### config.mk
export PLATFORM = sky130hd
export DESIGN_NAME = gps_emulator_ctrl
export DESIGN_NICKNAME = d
export VERILOG_FILES = /design/src/rtl/gps_emulator_ctrl.sv
export SDC_FILE = /design/constraint.sdc
export NUM_CORES = 1
export LEC_CHECK = 0
export BUFFER_PORTS_ARGS = -buffer_cell sky130_fd_sc_hd__buf_2
export CAP_MARGIN = 20
export CORE_MARGIN = 8
export CORE_UTILIZATION = 30
export DETAILED_ROUTE_END_ITERATION = 8
export GPL_ROUTABILITY_DRIVEN = 0
export PLACE_DENSITY = 0.48
export SLEW_MARGIN = 5
export SYNTH_ARGS = -nofsm -noshare
export SYNTH_HDL_FRONTEND = slang
export SYNTH_SLANG_ARGS = --single-unit
### constraint.sdc
create_clock -name clk -period 3.5 [get_ports clk]
set_input_delay 0.875 -clock clk [delete_from_list [all_inputs] [get_ports clk]]
set_output_delay 0.875 -clock clk [all_outputs]
set_load 0.01 [all_outputs]
### src/rtl/gps_emulator_ctrl.sv
// Run-time controller for the multi-satellite GPS emulator: shadow/active
// configuration with epoch-aligned commits, Doppler ramping and start/stop sequencing.
module gps_emulator_ctrl #(
   parameter int Nsat         = 4,
   parameter int EPOCH_CYCLES = 100000
) (
   input  logic                  clk,
   input  logic                  rst_n,
   input  logic                  start,
   input  logic                  stop,
   input  logic                  cfg_valid,
   output logic                  cfg_ready,
   input  logic [7:0]            cfg_sat,
   input  logic [2:0]            cfg_field,
   input  logic [31:0]           cfg_data,
   input  logic                  commit,
   output logic                  cfg_err,
   output logic                  enable,
   output logic [Nsat-1:0][31:0] freq,
   output logic [Nsat-1:0][15:0] gain,
   output logic [Nsat-1:0][5:0]  ca_sel,
   output logic [15:0]           noise_gain,
   output logic                  epoch,
   output logic [1:0]            state
);

   localparam int CW = (EPOCH_CYCLES > 2) ? $clog2(EPOCH_CYCLES) : 1;
   localparam logic [CW-1:0] TC_VAL = CW'(EPOCH_CYCLES - 1);

   localparam logic [2:0] F_FREQ  = 3'd0;
   localparam logic [2:0] F_GAIN  = 3'd1;
   localparam logic [2:0] F_CA    = 3'd2;
   localparam logic [2:0] F_RATE  = 3'd3;
   localparam logic [2:0] F_NOISE = 3'd4;

   typedef enum logic [1:0] {
      IDLE     = 2'd0,
      RUN      = 2'd1,
      STOPPING = 2'd2
   } state_t;

   state_t        state_reg, state_next;
   logic [CW-1:0] cnt_reg, cnt_next;
   logic          pending_reg, pending_next;
   logic          err_reg;
   logic          tc, drop, wr_ok, load_act, step_rate;
   logic [15:0]   sh_noise_reg, act_noise_reg;

   assign cfg_ready  = !pending_reg;
   assign tc         = (state_reg != IDLE) && (cnt_reg == TC_VAL);
   assign drop       = (cfg_field > F_NOISE)
                    || ((cfg_field != F_NOISE) && (cfg_sat >= 8'(Nsat)))
                    || ((cfg_field == F_CA) && (cfg_data[5:0] > 6'd35));
   assign wr_ok      = cfg_valid && cfg_ready && !drop;
   assign enable     = (state_reg != IDLE);
   assign epoch      = tc;
   assign state      = state_reg;
   assign cfg_err    = err_reg;
   assign noise_gain = act_noise_reg;

   always_ff @(posedge clk or negedge rst_n) begin
      if (!rst_n) begin
         state_reg   <= IDLE;
         cnt_reg     <= '0;
         pending_reg <= 1'b0;
         err_reg     <= 1'b0;
      end else begin
         state_reg   <= state_next;
         cnt_reg     <= cnt_next;
         pending_reg <= pending_next;
         err_reg     <= cfg_valid && cfg_ready && drop;
      end
   end

   always_comb begin
      state_next   = state_reg;
      cnt_next     = cnt_reg;
      pending_next = pending_reg;
      load_act     = 1'b0;
      step_rate    = 1'b0;
      case (state_reg)
         IDLE: begin
            cnt_next = '0;
            if (start) begin
               load_act   = 1'b1;
               state_next = RUN;
            end else if (pending_reg) begin
               load_act = 1'b1;
            end
         end
         RUN, STOPPING: begin
            cnt_next = tc ? '0 : cnt_reg + 1'b1;
            // A commit at the boundary replaces the rate step for that epoch.
            if (tc) begin
               load_act  = pending_reg;
               step_rate = !pending_reg;
            end
            if (state_reg == RUN && stop)
               state_next = STOPPING;
            if (state_reg == STOPPING && tc)
               state_next = IDLE;
         end
         default: state_next = IDLE;
      endcase
      if (pending_reg) begin
         if (load_act)
            pending_next = 1'b0;
      end else if (commit) begin
         pending_next = 1'b1;
      end
   end

   always_ff @(posedge clk or negedge rst_n) begin
      if (!rst_n) begin
         sh_noise_reg  <= '0;
         act_noise_reg <= '0;
      end else begin
         if (wr_ok && cfg_field == F_NOISE)
            sh_noise_reg <= cfg_data[15:0];
         if (load_act)
            act_noise_reg <= sh_noise_reg;
      end
   end

   // Per-satellite shadow and active register sets.
   for (genvar gi = 0; gi < Nsat; gi++) begin : g_sat
      logic        sel;
      logic [31:0] sh_freq_reg, act_freq_reg;
      logic [31:0] sh_rate_reg, act_rate_reg;
      logic [15:0] sh_gain_reg, act_gain_reg;
      logic [5:0]  sh_ca_reg, act_ca_reg;

      assign sel = wr_ok && (cfg_sat == 8'(gi));

      always_ff @(posedge clk or negedge rst_n) begin
         if (!rst_n) begin
            sh_freq_reg  <= '0;
            act_freq_reg <= '0;
            sh_rate_reg  <= '0;
            act_rate_reg <= '0;
            sh_gain_reg  <= '0;
            act_gain_reg <= '0;
            sh_ca_reg    <= 6'(gi);
            act_ca_reg   <= 6'(gi);
         end else begin
            if (sel && cfg_field == F_FREQ) sh_freq_reg <= cfg_data;
            if (sel && cfg_field == F_GAIN) sh_gain_reg <= cfg_data[15:0];
            if (sel && cfg_field == F_CA)   sh_ca_reg   <= cfg_data[5:0];
            if (sel && cfg_field == F_RATE) sh_rate_reg <= cfg_data;
            if (load_act) begin
               act_freq_reg <= sh_freq_reg;
               act_rate_reg <= sh_rate_reg;
               act_gain_reg <= sh_gain_reg;
               act_ca_reg   <= sh_ca_reg;
            end else if (step_rate) begin
               // Two's-complement rate; modular wrap is intended.
               act_freq_reg <= act_freq_reg + act_rate_reg;
            end
         end
      end

      assign freq[gi]   = act_freq_reg;
      assign gain[gi]   = act_gain_reg;
      assign ca_sel[gi] = act_ca_reg;
   end

endmodule

==> results.tsv <==
stage	metric	value	unit
outcome	status	completed	
cells_and_area	multi_input_comb_area	0.0155	mm²
worst_hold_path	hp-class	primary input to async pin	
cts	hold_buffers	0	
global_routing	first_global_vias	24500	
route	drtPass1Iterations	5	
cells_and_area	fillCellCount	11400	
global_routing	grt-ovfl-total	0	
floorplan	ios	287	
cells_and_area	layout_commonest_cell	dfrtp_1	
route	routed-via-count	23500	
floorplan	die_w	356	µm
sta	fin_crit_sh	93.4	%
synth	synthFlopType	dfrtp_1	
floorplan	core.rowCount	125	
pwr	p_per_area	545	mW/mm²
route	drc	0	
worst_setup_path	crit_path_frequent_cell	a31oi_1	
pwr	power.total	0.0226	W
synth	yosysWarnings	0	
pwr	vdd_drop_max	0.328	mV
sta	rsz0062_at_grt	false	
sta	hold_viol	0	
placement	post-place-ws	0.134	ns
worst_setup_path	cp_data_arrival_time	3.79	ns
cts	post_cts_resized	0	
placement	dp_hpwl	70.7	mm
placement	port_buffers	286	
synth	yosysSeqAreaShare	53.4	%
synth	synth_cell_types	71	
pwr	power_switching	0.00646	W
pwr	pwr-share-comb	16.9	%
pwr	seqPwrFrac	39.7	%
worst_setup_path	cp_num_buf_inv	1	
worst_setup_path	startpoint_type	flop	
worst_setup_path	crit_type	flop to flop	
run	maxCapViolCount	0	
synth	syn_avg_cell_area	12.5	µm²
route	drt_iter0_drc	1232	
cells_and_area	final_cell_mix	dfrtp_1, mux2_2, buf_2	
placement	dp.cells	4516	
route	drt-total-wl	104	mm
floorplan	die_height	356	µm
route	viasPerCell	5.02	
cells_and_area	drive_gt1_share	35.8	%
worst_setup_path	crit_fanout	3	
sta	fin_tns_setup	0	ns
worst_setup_path	crit_chain	ha_1 > fa_1 > a21o_1 > a21oi_1 > o21bai_1 > a31oi_1 > buf_4 > a21oi_2 > a31oi_1 > o221ai_1 > a221oi_1 > xor2_1 > o21ai_0	
global_routing	grt_pass1_wl	159	mm
global_routing	track_usage	16.2	%
cells_and_area	nets	3267	
synth	syn_inst	2791	
synth	syn_area	0.0348	mm²
global_routing	grt_max_degree	118	
sta	slew_headroom	48.8	%
cts	cts_buffer_depth	3	
floorplan	die_area	0.127	mm²
sta	slew_violations	0	
worst_setup_path	end_kind	flop	
pwr	intPower	0.0162	W
pwr	swShare	28.6	%
sta	worst_pin_slew	0.766	ns
cts	clockRootBuffer	clkbuf_16	
cts	postCtsSetupRepairBufs	0	
cts	clkSinkCount	741	
cts	clk_pin_slew	0.06	ns
pwr	clockPowerShare	43.5	%
floorplan	core-area	0.116	mm²
worst_setup_path	crit_required	4.02	ns
cts	numCtsBuffers	90	
worst_setup_path	crit_family	compound AO/OA/AOI/OAI gates	
sta	min_period	3.27	ns
sta	skew	0.0248	ns
pwr	p_leak	21.1	nW
worst_setup_path	slowest_stage	fa_1	
synth	ys_ff_latch	741	
sta	timing.final.ws_setup	0.232	ns
route	postRouteAntennaNets	0	
floorplan	start_util	30.1	%
synth	synth_nets	2973	
worst_setup_path	max_stage_delay	0.41	ns
global_routing	antenna_found_initial	9	
cts	cts_max_level	3	
cts	cts_tree	done	
cells_and_area	syn2layout_area_growth	19.6	%
route	avgRoutedWirePerCell	22.2	µm
synth	synth_edf_count	0	
cells_and_area	seqCellArea	0.0186	mm²
cells_and_area	stdcell_count	4689	
sta	fmax	306	MHz
synth	async_flop_share	100	%
sta	finalSetupViolCount	0	
cts	insertion_delay	0.65	ns
[path summary, 6_finish.rpt]
| path | from | to | slack, ns | depth (start not counted) |
|---|---|---|---|---|
| max | g_sat[2].act_freq_reg[0]$_DFFE_PN0P_ | g_sat[2].act_freq_reg[30]$_DFFE_PN0P_ | 0.23 | 13 |
| min | rst_n | g_sat[1].act_gain_reg[5]$_DFFE_PN0P_ | 0.14 | 1 |
| max reg2reg | g_sat[2].act_freq_reg[0]$_DFFE_PN0P_ | g_sat[2].act_freq_reg[30]$_DFFE_PN0P_ | 0.23 | 13 |
| min reg2reg | g_sat[0].sh_rate_reg[9]$_DFFE_PN0P_ | g_sat[0].act_rate_reg[9]$_DFFE_PN0P_ | 0.49 | 1 |
| max in group asynchronous | rst_n | g_sat[2].sh_gain_reg[13]$_DFFE_PN0P_ | 2.27 | 2 |
| min in group clk | g_sat[0].sh_rate_reg[9]$_DFFE_PN0P_ | g_sat[0].act_rate_reg[9]$_DFFE_PN0P_ | 0.49 | 1 |
[metrics by stage]
stage                     hold WS (ns)  util [%]  instance area (µm²)
after floorplan                  0.450         -                34800
after global placement           0.476      33.2                38400
after detailed placement         0.480      33.2                38400
after CTS                        0.105      35.9                41500
after global routing             0.133      36.0                41600
final                            0.143      36.0                41600
[power by group through the flow]
stage	Sequential [W]	Clock [W]	Combinational [W]
floorplan	0.00914	0	0.00220
global placement	0.00914	0	0.00387
detailed placement	0.00913	0	0.00388
CTS	0.00898	0.0102	0.00390
global route	0.00901	0.0105	0.00415
finish	0.00898	0.00984	0.00382
[cells by family (layout without fill, tap and decap cells)]
group                      count (synthesis)  in the layout  share of synthesized area, %
DFF                                      741            741                          53.4
AOI/OAI and AO/OA                        641            641                          12.1
muxes                                    606            606                          19.6
and+or+nand+nor                          380            380                          5.29
buffers and inverters                    187            558                          2.19
adders and majority gates                133            133                          4.87
xor gates and xnor gates                 103            103                          2.59
other                                      0              3                             0
[cells in the mapped netlist (9+ instances only)]
| cell type | instances | share of area [%] |
|---|---|---|
| dfrtp_1 | 733 | 53 |
| mux2_2 | 591 | 19 |
| o21ai_0 | 168 | 2.4 |
| ha_1 | 129 | 4.6 |
| a21oi_1 | 124 | 1.8 |
| nand2_1 | 122 | 1.3 |
| a22oi_1 | 98 | 2.1 |
| nor2_1 | 92 | 0.99 |
| clkbuf_1 | 90 | 0.97 |
| a21o_1 | 71 | 1.5 |
| xnor2_1 | 61 | 1.5 |
| buf_2 | 46 | 0.66 |
| xor2_1 | 42 | 1.1 |
| inv_1 | 36 | 0.39 |
| a221o_1 | 25 | 0.72 |
| and3_1 | 24 | 0.43 |
| nand3_1 | 24 | 0.35 |
| a31oi_1 | 23 | 0.41 |
| nand4_1 | 23 | 0.41 |
| o21bai_1 | 22 | 0.47 |
| nor3_1 | 21 | 0.30 |
| nand2b_1 | 17 | 0.31 |
| o21a_1 | 15 | 0.32 |
| o21ai_1 | 14 | 0.20 |
| buf_1 | 13 | 0.14 |
| nor2b_1 | 13 | 0.23 |
| mux2i_1 | 12 | 0.35 |
| a211oi_1 | 10 | 0.22 |
| and2_1 | 9 | 0.16 |
| o211ai_1 | 9 | 0.19 |
[layer usage]
metal | global-route usage [%] | share of wire (%) | up-vias
met4 | 3.83 | 1.8 | 2
li1 | - | - | 10900
met1 | 23.1 | 48 | 12100
met5 | 0 | 0.012 | -
met2 | 24.7 | 44 | 474
met3 | 4.31 | 6.5 | 116
[cell type report]
cell class / instances / share of cell area [%]
clock inverter: 35 / 1.05
timing repair buffer: 352 / 5.50
antenna: 3 / 0.0181
sequential: 741 / 44.6
tap: 1524 / 4.59
clock buffer: 134 / 6.55
inverter: 37 / 0.334
multi-input combinational: 1863 / 37.3
Power figures use the tool's default switching activity.
